**src/rtl/pwm_multi_core.sv**
```systemverilog
// ---------------------------------------------------------------------------
// pwm_multi_core
//
// Multi-channel PWM generator. All N_CH channels share one programmable
// period counter. Each channel has its own duty (in clk ticks). Edge-aligned
// or centred output is selectable at run time. New configuration is captured
// into a shadow register set and moved to the active set only at a period
// boundary (or at once while idle), so an output never glitches mid-period.
//
// Optional feature: define PWM_POLARITY_EN to add a per-channel output
// polarity (pol_in). The polarity travels through the shadow with the rest of
// the configuration and also sets each channel's idle level.
//
// Ports:
//   clk          system clock
//   rst          synchronous reset, active-high
//   en           run enable; 0 holds the counter at 0 with outputs idle
//   cfg_load     one-cycle strobe capturing period_in/duty_in/mode_in
//   period_in    requested period in ticks (must be >= 2)
//   duty_in      packed per-channel duty, channel i at [i*CNT_W +: CNT_W]
//   mode_in      0 = edge-aligned, 1 = centred
//   pol_in       (PWM_POLARITY_EN only) per-channel output inversion
//   pwm_out      registered PWM outputs, aligned with count_out
//   count_out    current counter value
//   period_tick  one-cycle pulse in the cycle the counter shows 0 after a wrap
//   pending      shadow holds configuration not yet applied
//   cfg_err      one-cycle pulse: cfg_load rejected (period_in < 2)
// ---------------------------------------------------------------------------
module pwm_multi_core #(
  parameter int N_CH       = 4,
  parameter int CNT_W      = 16,
  parameter int RST_PERIOD = 1000
) (
  input  logic                   clk,
  input  logic                   rst,
  input  logic                   en,
  input  logic                   cfg_load,
  input  logic [CNT_W-1:0]       period_in,
  input  logic [N_CH*CNT_W-1:0]  duty_in,
  input  logic                   mode_in,
`ifdef PWM_POLARITY_EN
  input  logic [N_CH-1:0]        pol_in,
`endif
  output logic [N_CH-1:0]        pwm_out,
  output logic [CNT_W-1:0]       count_out,
  output logic                   period_tick,
  output logic                   pending,
  output logic                   cfg_err
);

  typedef enum logic {
    MODE_EDGE    = 1'b0,
    MODE_CENTRED = 1'b1
  } mode_t;

  localparam logic [CNT_W-1:0] RST_P = CNT_W'(RST_PERIOD);

  logic [CNT_W-1:0]      count;
  logic [CNT_W-1:0]      act_period, sh_period;
  logic [N_CH*CNT_W-1:0] act_duty,   sh_duty;
  mode_t                 act_mode,   sh_mode;

  logic                  wrap;
  logic                  transfer;
  logic                  load_ok;
  logic [CNT_W-1:0]      count_nxt;
  logic [CNT_W-1:0]      nxt_period;
  logic [N_CH*CNT_W-1:0] nxt_duty;
  mode_t                 nxt_mode;
  logic [N_CH-1:0]       nxt_pol;
  logic [N_CH-1:0]       raw;
  logic [N_CH-1:0]       pwm_nxt;

`ifdef PWM_POLARITY_EN
  logic [N_CH-1:0]       act_pol, sh_pol;
`endif

  assign wrap      = en && (count == act_period - CNT_W'(1));
  assign load_ok   = cfg_load && (period_in >= CNT_W'(2));
  // While idle a pending config is applied straight away; while running
  // only at the wrap, so the new values govern count 0 onward.
  assign transfer  = pending && (!en || wrap);
  assign count_nxt = (!en || wrap) ? '0 : count + CNT_W'(1);

  // The output register is computed from the next count and the config that
  // will be active for it, which keeps pwm_out aligned with count_out.
  assign nxt_period = transfer ? sh_period : act_period;
  assign nxt_duty   = transfer ? sh_duty   : act_duty;
  assign nxt_mode   = transfer ? sh_mode   : act_mode;

`ifdef PWM_POLARITY_EN
  assign nxt_pol    = transfer ? sh_pol : act_pol;
`else
  assign nxt_pol    = '0;
`endif

  for (genvar i = 0; i < N_CH; i++) begin : g_ch
    logic [CNT_W-1:0] duty_i;
    logic [CNT_W-1:0] d_eff;
    logic [CNT_W-1:0] s_off;

    assign duty_i = nxt_duty[i*CNT_W +: CNT_W];
    // Clamping to P makes D>=P a solid 1 across the wrap.
    assign d_eff  = (duty_i > nxt_period) ? nxt_period : duty_i;
    // d_eff <= P, so neither the subtraction nor s_off + d_eff overflows.
    assign s_off  = (nxt_period - d_eff) >> 1;
    assign raw[i] = (nxt_mode == MODE_CENTRED)
                    ? ((count_nxt >= s_off) && (count_nxt < s_off + d_eff))
                    : (count_nxt < d_eff);
  end

  assign pwm_nxt = en ? (raw ^ nxt_pol) : nxt_pol;

  always_ff @(posedge clk) begin
    if (rst) begin
      count       <= '0;
      pwm_out     <= '0;
      period_tick <= 1'b0;
      cfg_err     <= 1'b0;
    end else begin
      count       <= count_nxt;
      pwm_out     <= pwm_nxt;
      period_tick <= wrap;
      cfg_err     <= cfg_load && !load_ok;
    end
  end

  // Active config is updated before the shadow is overwritten, so a load
  // that coincides with a wrap leaves the older pending config to transfer
  // now and the new one pending until the following wrap.
  always_ff @(posedge clk) begin
    if (rst) begin
      act_period <= RST_P;
      act_duty   <= '0;
      act_mode   <= MODE_EDGE;
      sh_period  <= RST_P;
      sh_duty    <= '0;
      sh_mode    <= MODE_EDGE;
      pending    <= 1'b0;
    end else begin
      if (transfer) begin
        act_period <= sh_period;
        act_duty   <= sh_duty;
        act_mode   <= sh_mode;
      end
      if (load_ok) begin
        sh_period <= period_in;
        sh_duty   <= duty_in;
        sh_mode   <= mode_t'(mode_in);
        pending   <= 1'b1;
      end else if (transfer) begin
        pending   <= 1'b0;
      end
    end
  end

`ifdef PWM_POLARITY_EN
  always_ff @(posedge clk) begin
    if (rst) begin
      act_pol <= '0;
      sh_pol  <= '0;
    end else begin
      if (transfer) act_pol <= sh_pol;
      if (load_ok)  sh_pol  <= pol_in;
    end
  end
`endif

  assign count_out = count;

endmodule

```
**config.mk**
```make
export PLATFORM = sky130hd
export DESIGN_NAME = pwm_multi_core
export DESIGN_NICKNAME = d
export VERILOG_FILES = /design/src/rtl/pwm_multi_core.sv
export SDC_FILE = /design/constraint.sdc
export NUM_CORES = 1
export LEC_CHECK = 0
export ABC_AREA = 1
export CAP_MARGIN = 20
export CORE_MARGIN = 3
export CORE_UTILIZATION = 30
export DETAILED_ROUTE_END_ITERATION = 16
export PLACE_DENSITY_LB_ADDON = 0.25
export SLEW_MARGIN = 15
export SYNTH_ARGS = -nofsm -noshare
export SYNTH_HDL_FRONTEND = slang
export SYNTH_SLANG_ARGS = --single-unit
```
**constraint.sdc**
```tcl
create_clock -name clk -period 13.5 [get_ports clk]
set_input_delay 2.025 -clock clk [delete_from_list [all_inputs] [get_ports clk]]
set_output_delay 2.025 -clock clk [all_outputs]
set_load 0.005 [all_outputs]
```
==> impl_metrics.yaml, run 1 <==
routing:
  drc: 0
  drt-met1-wl_mm: 35.0
  met2WireLength_mm: 29.4
  antenna_left: 0
  avgViaCountPerCell: 4.92
  wl_met3_mm: 3.79
  routed_wirelength_mm: 69.8
  drt-wirelength-per-cell_um: 17.3
  dr.first_iter.drc_count: 1427
  routed.top_layer: "met5"
  routed-via-count: 19900
  first_pass_iters: 6
cts:
  cts_root_buf: "clkbuf_16"
  hold_buffers: 0
  clk_pin_slew_ns: 0.10
  cts_resized: 0
  h-tree-depth: 4
  cts_setup_buffers: 0
  insertion_delay_ns: 0.50
  cts-buffers-inserted: 17
  cts_buffer_depth: 2
  cts_sinks: 185
  tritoncts: "built"
sta:
  finalCriticalPeriod_ns: 10.51
  slew_headroom_pct: 18.5
  setup_tns_ns: 0
  hold_ws_ns: 0.463
  clock_skew_ns: 0.0358
  rsz0062_at_grt: "false"
  worst_pin_slew_ns: 1.21
  fmax_mhz: 95.1
  final_max_slew_viol_count: 0
  setup_viol: 0
  hold_viol: 0
  fin_ws_ns: 2.99
  finalCritPeriodShare_pct: 77.9
cells_and_area:
  finalNetCount: 3579
  seq_area_sq_um: 3700
  num-fill-cells: 7224
  antenna_cells: 0
  fin_cells: 4034
  mostFrequentLayoutCells: "nand2_1, inv_1, nor2_1"
  final_common_cell: "nand2_1"
  area_growth_pct: 13.5
  stdcell_area_sq_um: 22900
  final_core_util_pct: 34.6
  drive_gt1_share_pct: 7.32
  multi_input_area_sq_um: 14600
setup_path:
  worst-r2r-cell-count: 52
  critPathArrivalTime_ns: 10.88
  crit_type: "primary input to flip-flop"
  rr_startpoint: "act_period[0]$_SDFF_PP0_"
  cp_slowest_stage_delay_ns: 0.62
  worstSetupEndpointType: "flip-flop"
  crit_path_start_kind: "primary input"
  critPathSlowestCell: "o21ai_0"
  cpMostUsedCell: "nand2_1"
  endpoint: "pwm_out[1]$_SDFF_PP0_"
  r2r_end: "pwm_out[1]$_SDFF_PP0_"
  crit_start: "en"
  cp.required_ns: 13.87
  cp_max_fo: 55
  timing.reg2reg.setup_slack_ns: 3.53
die:
  dieArea_sq_um: 70500
  coreArea_sq_um: 66200
  start_util_pct: 30.5
  rows: 94
  num_io_pins: 108
  die_w_um: 266
  die-height_um: 266
global_routing:
  antenna_found_initial: 2
  grt-ovfl-total: 0
  grt_usage_pct: 19.7
  grt_first_pass_wirelength_mm: 108
  grt_max_degree: 89
  grt_pass1_vias: 18400
power:
  p_per_area_nw_per_um2: 126
  power_mw: 2.90
  ir_worst_vdd_mv: 0.109
  leakage_nw: 11.4
synthesis:
  synth_top_area_share_pct: 20.4
  netlist_instances: 3065
  syn_nets: 3487
  async_reset_ff_share_pct: 0
  syn_area_sq_um: 20200
  synth_top_cell_by_area: "ha_1"
  synth_cell_types: 59
  yosys_warnings: 0
  synth-seq-cells: 185
  synth_ff_type: "dfxtp_1"
  synth.area.top_cells: "ha_1, dfxtp_1, nand2_1"
  avgSynthCellArea_sq_um: 6.59
  synth_edf_count: 0
  seq_area_frac_synth_pct: 18.3
worst_hold_path:
  hold_class: "flip-flop to flip-flop"
  hp-start: "sh_duty[17]$_SDFFE_PP0P_"
run:
  max-cap-violations: 0
placed_design:
  dp_slack_ns: 2.05
  gp_congestion: 0.953
  dpl.hpwl_mm: 55.7
  port_buffers: 107
  dp_cells: 4001
  place_area_sq_um: 22300
status:
  outcome: "completed"
[registers in the layout (all words and copies together), names as in the netlist]
name / cells
pending: 1
act_mode: 1
sh_duty: 64
count_out: 16
sh_mode: 1
pwm_out: 4
act_duty: 64
sh_period: 16
period_tick: 1
cfg_err: 1
act_period: 16
[power by group]
group,internal [mW],switching (mW)
Combinational,0.650,1.14
Sequential,0.572,0.0188
Clock,0.246,0.271
[cell usage after synthesis, drive strengths merged (8+ instances only)]
master,n
nor2,369
o21bai,18
dfxtp,185
nand4,41
a31oi,10
a211oi,15
a21o,23
a221oi,9
nor3,41
ha,330
inv,437
a21boi,8
xor2,69
a21oi,196
nand2,653
nand3,159
clkbuf,50
o21ai,279
o21a,14
nor4,18
xnor2,36
nand3b,26
buf,21
or2,19
[critical path: cells and delay by family]
kind | cells | cell delay [ns]
adders and majority gates | 4 | 1.32
and+or+nand+nor | 20 | 2.25
xor gates and xnor gates | 1 | 0.17
buffers and inverters | 7 | 2.03
AOI/OAI and AO/OA | 13 | 3.00
[metal layers]
| metal | track usage, % | vias to the layer above |
|---|---|---|
| met5 | 0 | - |
| met4 | 5.26 | 2 |
| met3 | 3.96 | 80 |
| met2 | 30.2 | 435 |
| met1 | 27.9 | 9015 |
| li1 | - | 10300 |
[cell type report]
type / count / share of cell area (%)
Multi-Input combinational cell: 2372 / 63.5
Tap cell: 864 / 4.72
Clock inverter: 15 / 0.704
Sequential cell: 185 / 16.2
Timing Repair Buffer: 144 / 5.93
Clock buffer: 17 / 1.86
Inverter: 437 / 7.17
[worst min-delay path by stage]
stage / end / depth (start not counted)
detailed placement: sh_duty[33]$_SDFFE_PP0P_ / 2
CTS: sh_duty[33]$_SDFFE_PP0P_ / 2
global placement: sh_period[1]$_SDFFE_PP0P_ / 2
floorplan: sh_duty[17]$_SDFFE_PP0P_ / 2
finish: sh_duty[17]$_SDFFE_PP0P_ / 2
global route: sh_duty[33]$_SDFFE_PP0P_ / 2
[cell families after synthesis]
family                   Yosys count  synth area share [%]
AO/OA/AOI/OAI                    594                  17.0
XOR/XNOR                         105                  4.55
adder cells (fa/ha/maj)          337                  21.1
buffers and inverters            508                  9.85
flip-flops                       185                  18.3
multiplexers                       2                0.0991
AND/OR/NAND/NOR                 1334                  29.0
Power figures use the tool's default switching activity.
==> inputs of run 2 (changes only) <==
clock period = 9.16 ns   (was 13.5 ns; I/O delays follow)
==> run 2 against run 1 <==
Register-to-register slack got worse by 2.7 ns. Sequential power grew 47%. Routed wire length rose by 3.4%. Critical path depth increased by 5. Clock-buffer cell count up 2. Critical path type is now flip-flop to flip-flop. Highest routed layer is now met4.
==> impl_metrics.yaml, run 2 (synthesized netlist as in run 1, its figures left out) <==
cts:
  clk_pin_slew_ns: 0.09
  h-tree-depth: 4
  insertion_delay_ns: 0.50
  cts_sinks: 185
  tritoncts: "built"
  hold_buffers: 0
  cts_buffer_depth: 2
  cts-buffers-inserted: 17
  cts_setup_buffers: 0
  cts_root_buf: "clkbuf_16"
setup_path:
  critPathSlowestCell: "ha_1"
  crit_type: "flip-flop to flip-flop"
  cp.depth: 50
  cp_slowest_stage_delay_ns: 0.37
  cp.required_ns: 9.52
  critical-path-top-delay-family: "simple AND/OR/NAND/NOR gates"
  critPathArrivalTime_ns: 8.69
  cp_max_fo: 61
  worstSetupEndpointType: "flip-flop"
  crit_path_start_kind: "flip-flop"
  worst-r2r-cell-count: 50
  path_buf_inv: 9
  cpMostUsedCell: "nand2_1"
global_routing:
  grt_pass1_vias: 18900
  grt_usage_pct: 20.5
  grt-ovfl-total: 0
  antenna_found_initial: 0
  grt_max_degree: 89
  grt_first_pass_wirelength_mm: 112
sta:
  setup_viol: 0
  worst_pin_slew_ns: 1.08
  hold_viol: 0
  clock_skew_ns: 0.0267
  slew_headroom_pct: 27.6
  rsz0062_at_grt: "false"
  final_max_slew_viol_count: 0
  fmax_mhz: 120
  setup_tns_ns: 0
  finalCritPeriodShare_pct: 91.0
  finalCriticalPeriod_ns: 8.34
power:
  p_per_area_nw_per_um2: 185
  intPower_mw: 2.24
  p_sw_share_pct: 48.5
  seqPwrFrac_pct: 19.9
  leakage_nw: 11.8
  ir_worst_vdd_mv: 0.142
  p_sw_mw: 2.11
  clockPowerShare_pct: 18.1
  share_comb_of_total_power_pct: 62.0
die:
  start_util_pct: 30.5
  die_w_um: 266
  rows: 94
  num_io_pins: 108
  coreArea_sq_um: 66200
  die-height_um: 266
  dieArea_sq_um: 70500
status:
  outcome: "completed"
placed_design:
  dpl.hpwl_mm: 57.4
  port_buffers: 107
  gp_congestion: 0.935
  dp_cells: 4074
cells_and_area:
  drive_gt1_share_pct: 9.53
  area_growth_pct: 16.5
  finalNetCount: 3651
  top_regs: "act_duty x64, sh_duty x64"
  final_common_cell: "nand2_1"
  mostFrequentLayoutCells: "nand2_1, inv_1, nor2_1"
  final_core_util_pct: 35.5
  fin_cells: 4106
  antenna_cells: 0
worst_hold_path:
  hold_class: "flip-flop to flip-flop"
  whs_path_depth: 2
routing:
  first_pass_iters: 8
  routed_wirelength_mm: 72.2
  avgViaCountPerCell: 4.94
  drc: 0
  dr.first_iter.drc_count: 1615
  routed-via-count: 20300
  drt-wirelength-per-cell_um: 17.6
  antenna_left: 0
run:
  max-cap-violations: 0
==> run 2: timing repair <==
action	CTS	global route
endpoints found under the setup margin	0	3
endpoints found under the hold margin	0	0
gates resized for setup	0	16
==> run 2: path summary, 6_finish.rpt <==
check	to	slack, ns	from
min	sh_period[1]$_SDFFE_PP0P_	0.46	sh_period[1]$_SDFFE_PP0P_
max reg2reg	pwm_out[3]$_SDFF_PP0_	0.82	act_period[0]$_SDFF_PP0_
min reg2reg	sh_period[1]$_SDFFE_PP0P_	0.46	sh_period[1]$_SDFFE_PP0P_
max	pwm_out[3]$_SDFF_PP0_	0.82	act_period[0]$_SDFF_PP0_
==> run 2: worst min-delay path, stage by stage, from the launching register on <==
cell and delay [ns]:
dfxtp_1 0.30, inv_1 0.06, a21oi_1 0.06
==> run 2: power groups by stage <==
stage,Sequential [mW],Clock (mW),Combinational [mW]
floorplan,0.876,0,2.00
global placement,0.885,0,2.66
detailed placement,0.887,0,2.66
CTS,0.868,0.805,2.68
global route,0.872,0.835,3.10
finish,0.868,0.788,2.70
==> run 2: layout make-up <==
cell class,instances,area (sq um)
Clock buffer,19,453
Clock inverter,13,140
Fill cell,7220,42700
Inverter,437,1650
Multi-Input combinational cell,2372,14600
Sequential cell,185,3700
Tap cell,864,1080
Timing Repair Buffer,216,1920
==> run 2: metrics by stage <==
stage,worst slack [ns],area [sq um],power [mW],hold WS [ns]
3_5_place_dp,0.0539,22900,3.55,0.453
2_1_floorplan,0.605,20200,2.88,0.430
5_1_grt,0.0176,23500,4.80,0.500
4_1_cts,0.465,23500,4.35,0.463
3_3_place_gp,0.111,22900,3.55,0.452
6_report,0.823,23500,4.36,0.460
==> run 2: metal layers <==
layer / wire length (um) / track usage, % / vias up / part of all wire [%]
li1: - / - / 10500 / -
met1: 36200 / 30.1 / 9138 / 50
met2: 30400 / 31.6 / 556 / 42
met3: 3920 / 2.22 / 83 / 5.4
met4: 1710 / 5.57 / 0 / 2.4
met5: 0 / 0 / - / 0
==> inputs of run 3 (changes only) <==
CTS_BUF_LIST = sky130_fd_sc_hd__clkbuf_8   (was unset)
==> run 3 against run 2 <==
Setup slack worse by 0.031 ns. Via count fell by 0.43%. Clock skew grew 0.012 ns.
==> impl_metrics.yaml, run 3 (synthesized netlist as in run 1, its figures left out) <==
status:
  outcome: "completed"
sta:
  rsz0062_at_grt: "false"
  setup_tns_ns: 0
  final_max_slew_viol_count: 0
  setup_viol: 0
  finalCriticalPeriod_ns: 8.37
  hold_ws_ns: 0.465
  finalCritPeriodShare_pct: 91.3
  fmax_mhz: 120
  slew_headroom_pct: 26.4
  clock_skew_ns: 0.0383
  worst_pin_slew_ns: 1.10
  hold_viol: 0
routing:
  routed-via-count: 20200
  dr.first_iter.drc_count: 1524
  drc: 0
  first_pass_iters: 5
  antenna_left: 0
  drt-wirelength-per-cell_um: 17.6
  routed_wirelength_mm: 72.1
  avgViaCountPerCell: 4.92
global_routing:
  grt-ovfl-total: 0
  grt_use_met1_pct: 29.9
  met2_usage_pct: 31.5
  antenna_found_initial: 1
  grt_max_degree: 89
  grt_first_pass_wirelength_mm: 111
  grt-busiest-layer: "met2"
  grt_usage_pct: 20.5
  gr-usage-met3_pct: 2.32
  grt_pass1_vias: 18900
setup_path:
  worst-r2r-cell-count: 50
  critPathSlowestCell: "dfxtp_1"
  worstSetupEndpointType: "flip-flop"
  cpMostUsedCell: "nand2_1"
  cp_slowest_stage_delay_ns: 0.37
  cp_max_fo: 61
  cp.required_ns: 9.59
  r2r_end: "pwm_out[3]$_SDFF_PP0_"
  rr_startpoint: "act_period[0]$_SDFF_PP0_"
  timing.reg2reg.setup_slack_ns: 0.79
  critPathArrivalTime_ns: 8.80
  crit_path_start_kind: "flip-flop"
  crit_type: "flip-flop to flip-flop"
cells_and_area:
  stdcell_area_sq_um: 23300
  mostFrequentLayoutCells: "nand2_1, inv_1, nor2_1"
  area_growth_pct: 15.5
  seq_area_sq_um: 3700
  drive_gt1_share_pct: 9.53
  multi_input_area_sq_um: 14600
  finalNetCount: 3651
  final_common_cell: "nand2_1"
  top_regs: "act_duty x64, sh_duty x64"
  num-fill-cells: 7243
worst_hold_path:
  hold_end: "sh_period[1]$_SDFFE_PP0P_"
  whs_path_depth: 2
  hold_class: "flip-flop to flip-flop"
  hp-start: "sh_period[1]$_SDFFE_PP0P_"
die:
  dieArea_sq_um: 70500
  rows: 94
  num_io_pins: 108
  start_util_pct: 30.5
  die-height_um: 266
  coreArea_sq_um: 66200
  die_w_um: 266
placed_design:
  place_area_sq_um: 22900
  gp_congestion: 0.935
  dpl.hpwl_mm: 57.4
  port_buffers: 107
power:
  leakage_nw: 11.7
  ir_worst_vdd_mv: 0.100
  p_per_area_nw_per_um2: 179
cts:
  cts_sinks: 185
  cts_root_buf: "clkbuf_8"
  cts-buffers-inserted: 17
  cts_buffer_depth: 2
  clk_pin_slew_ns: 0.13
  tritoncts: "built"
  h-tree-depth: 4
  insertion_delay_ns: 0.57
run:
  max-cap-violations: 0
-- run 3: how the worst max path moves through the flow --
stage | startpoint | endpoint | slack [ns] | cells past startpoint
2_1_floorplan | act_period[0]$_SDFF_PP0_ | pwm_out[2]$_SDFF_PP0_ | 0.60 | 57
3_3_place_gp | en | pwm_out[3]$_SDFF_PP0_ | 0.11 | 42
3_5_place_dp | en | pwm_out[3]$_SDFF_PP0_ | 0.05 | 42
4_1_cts | act_period[0]$_SDFF_PP0_ | pwm_out[3]$_SDFF_PP0_ | 0.47 | 51
5_1_grt | act_period[0]$_SDFF_PP0_ | pwm_out[3]$_SDFF_PP0_ | 0.02 | 54
6_report | act_period[0]$_SDFF_PP0_ | pwm_out[3]$_SDFF_PP0_ | 0.79 | 50
-- run 3: layout make-up --
type | instances | share of cell area [%]
multi-input cells | 2372 | 62.5
inverters | 437 | 7.07
repair buffers | 216 | 8.24
clock buffers | 19 | 1.12
flip-flops and latches | 185 | 15.9
clock inverters | 13 | 0.600
diodes | 1 | 0.0107
well taps | 864 | 4.63
-- run 3: layer usage --
metal,up-vias,wire [um]
li1,10500,-
met1,9122,36500
met2,478,30300
met3,94,3490
met4,0,1860
met5,-,0
-- run 3: through the flow --
| stage | total power, mW | instances | setup slack, ns | util [%] |
|---|---|---|---|---|
| global placement | 3.55 | 4074 | 0.111 | 34.6 |
| CTS | 4.17 | 4106 | 0.469 | 35.2 |
| finish | 4.17 | 4107 | 0.793 | 35.3 |
| detailed placement | 3.55 | 4074 | 0.0539 | 34.6 |
| floorplan | 2.88 | 3065 | 0.605 | - |
| global route | 4.62 | 4107 | 0.0188 | 35.3 |
-- run 3: timing repair --
action,4_1_cts,5_1_grt
setup endpoints to repair,0,3
setup buffers,0,0
hold buffers,0,0
resized for setup,0,16
-- run 3: power breakdown --
group,switching [mW],total (mW),internal (mW)
clock network,0.365,0.603,0.238
registers,0.0246,0.868,0.843
logic,1.70,2.70,1.00
total,2.09,4.17,2.08
-- run 3: critical path: cells and delay by family (launching register included) --
kind	cells	cell delay, ns
adders and majority gates	5	1.55
and+or+nand+nor	23	2.49
DFF	1	0.37
buffers and inverters	9	1.33
AOI/OAI and AO/OA	12	2.24
xor gates and xnor gates	1	0.26
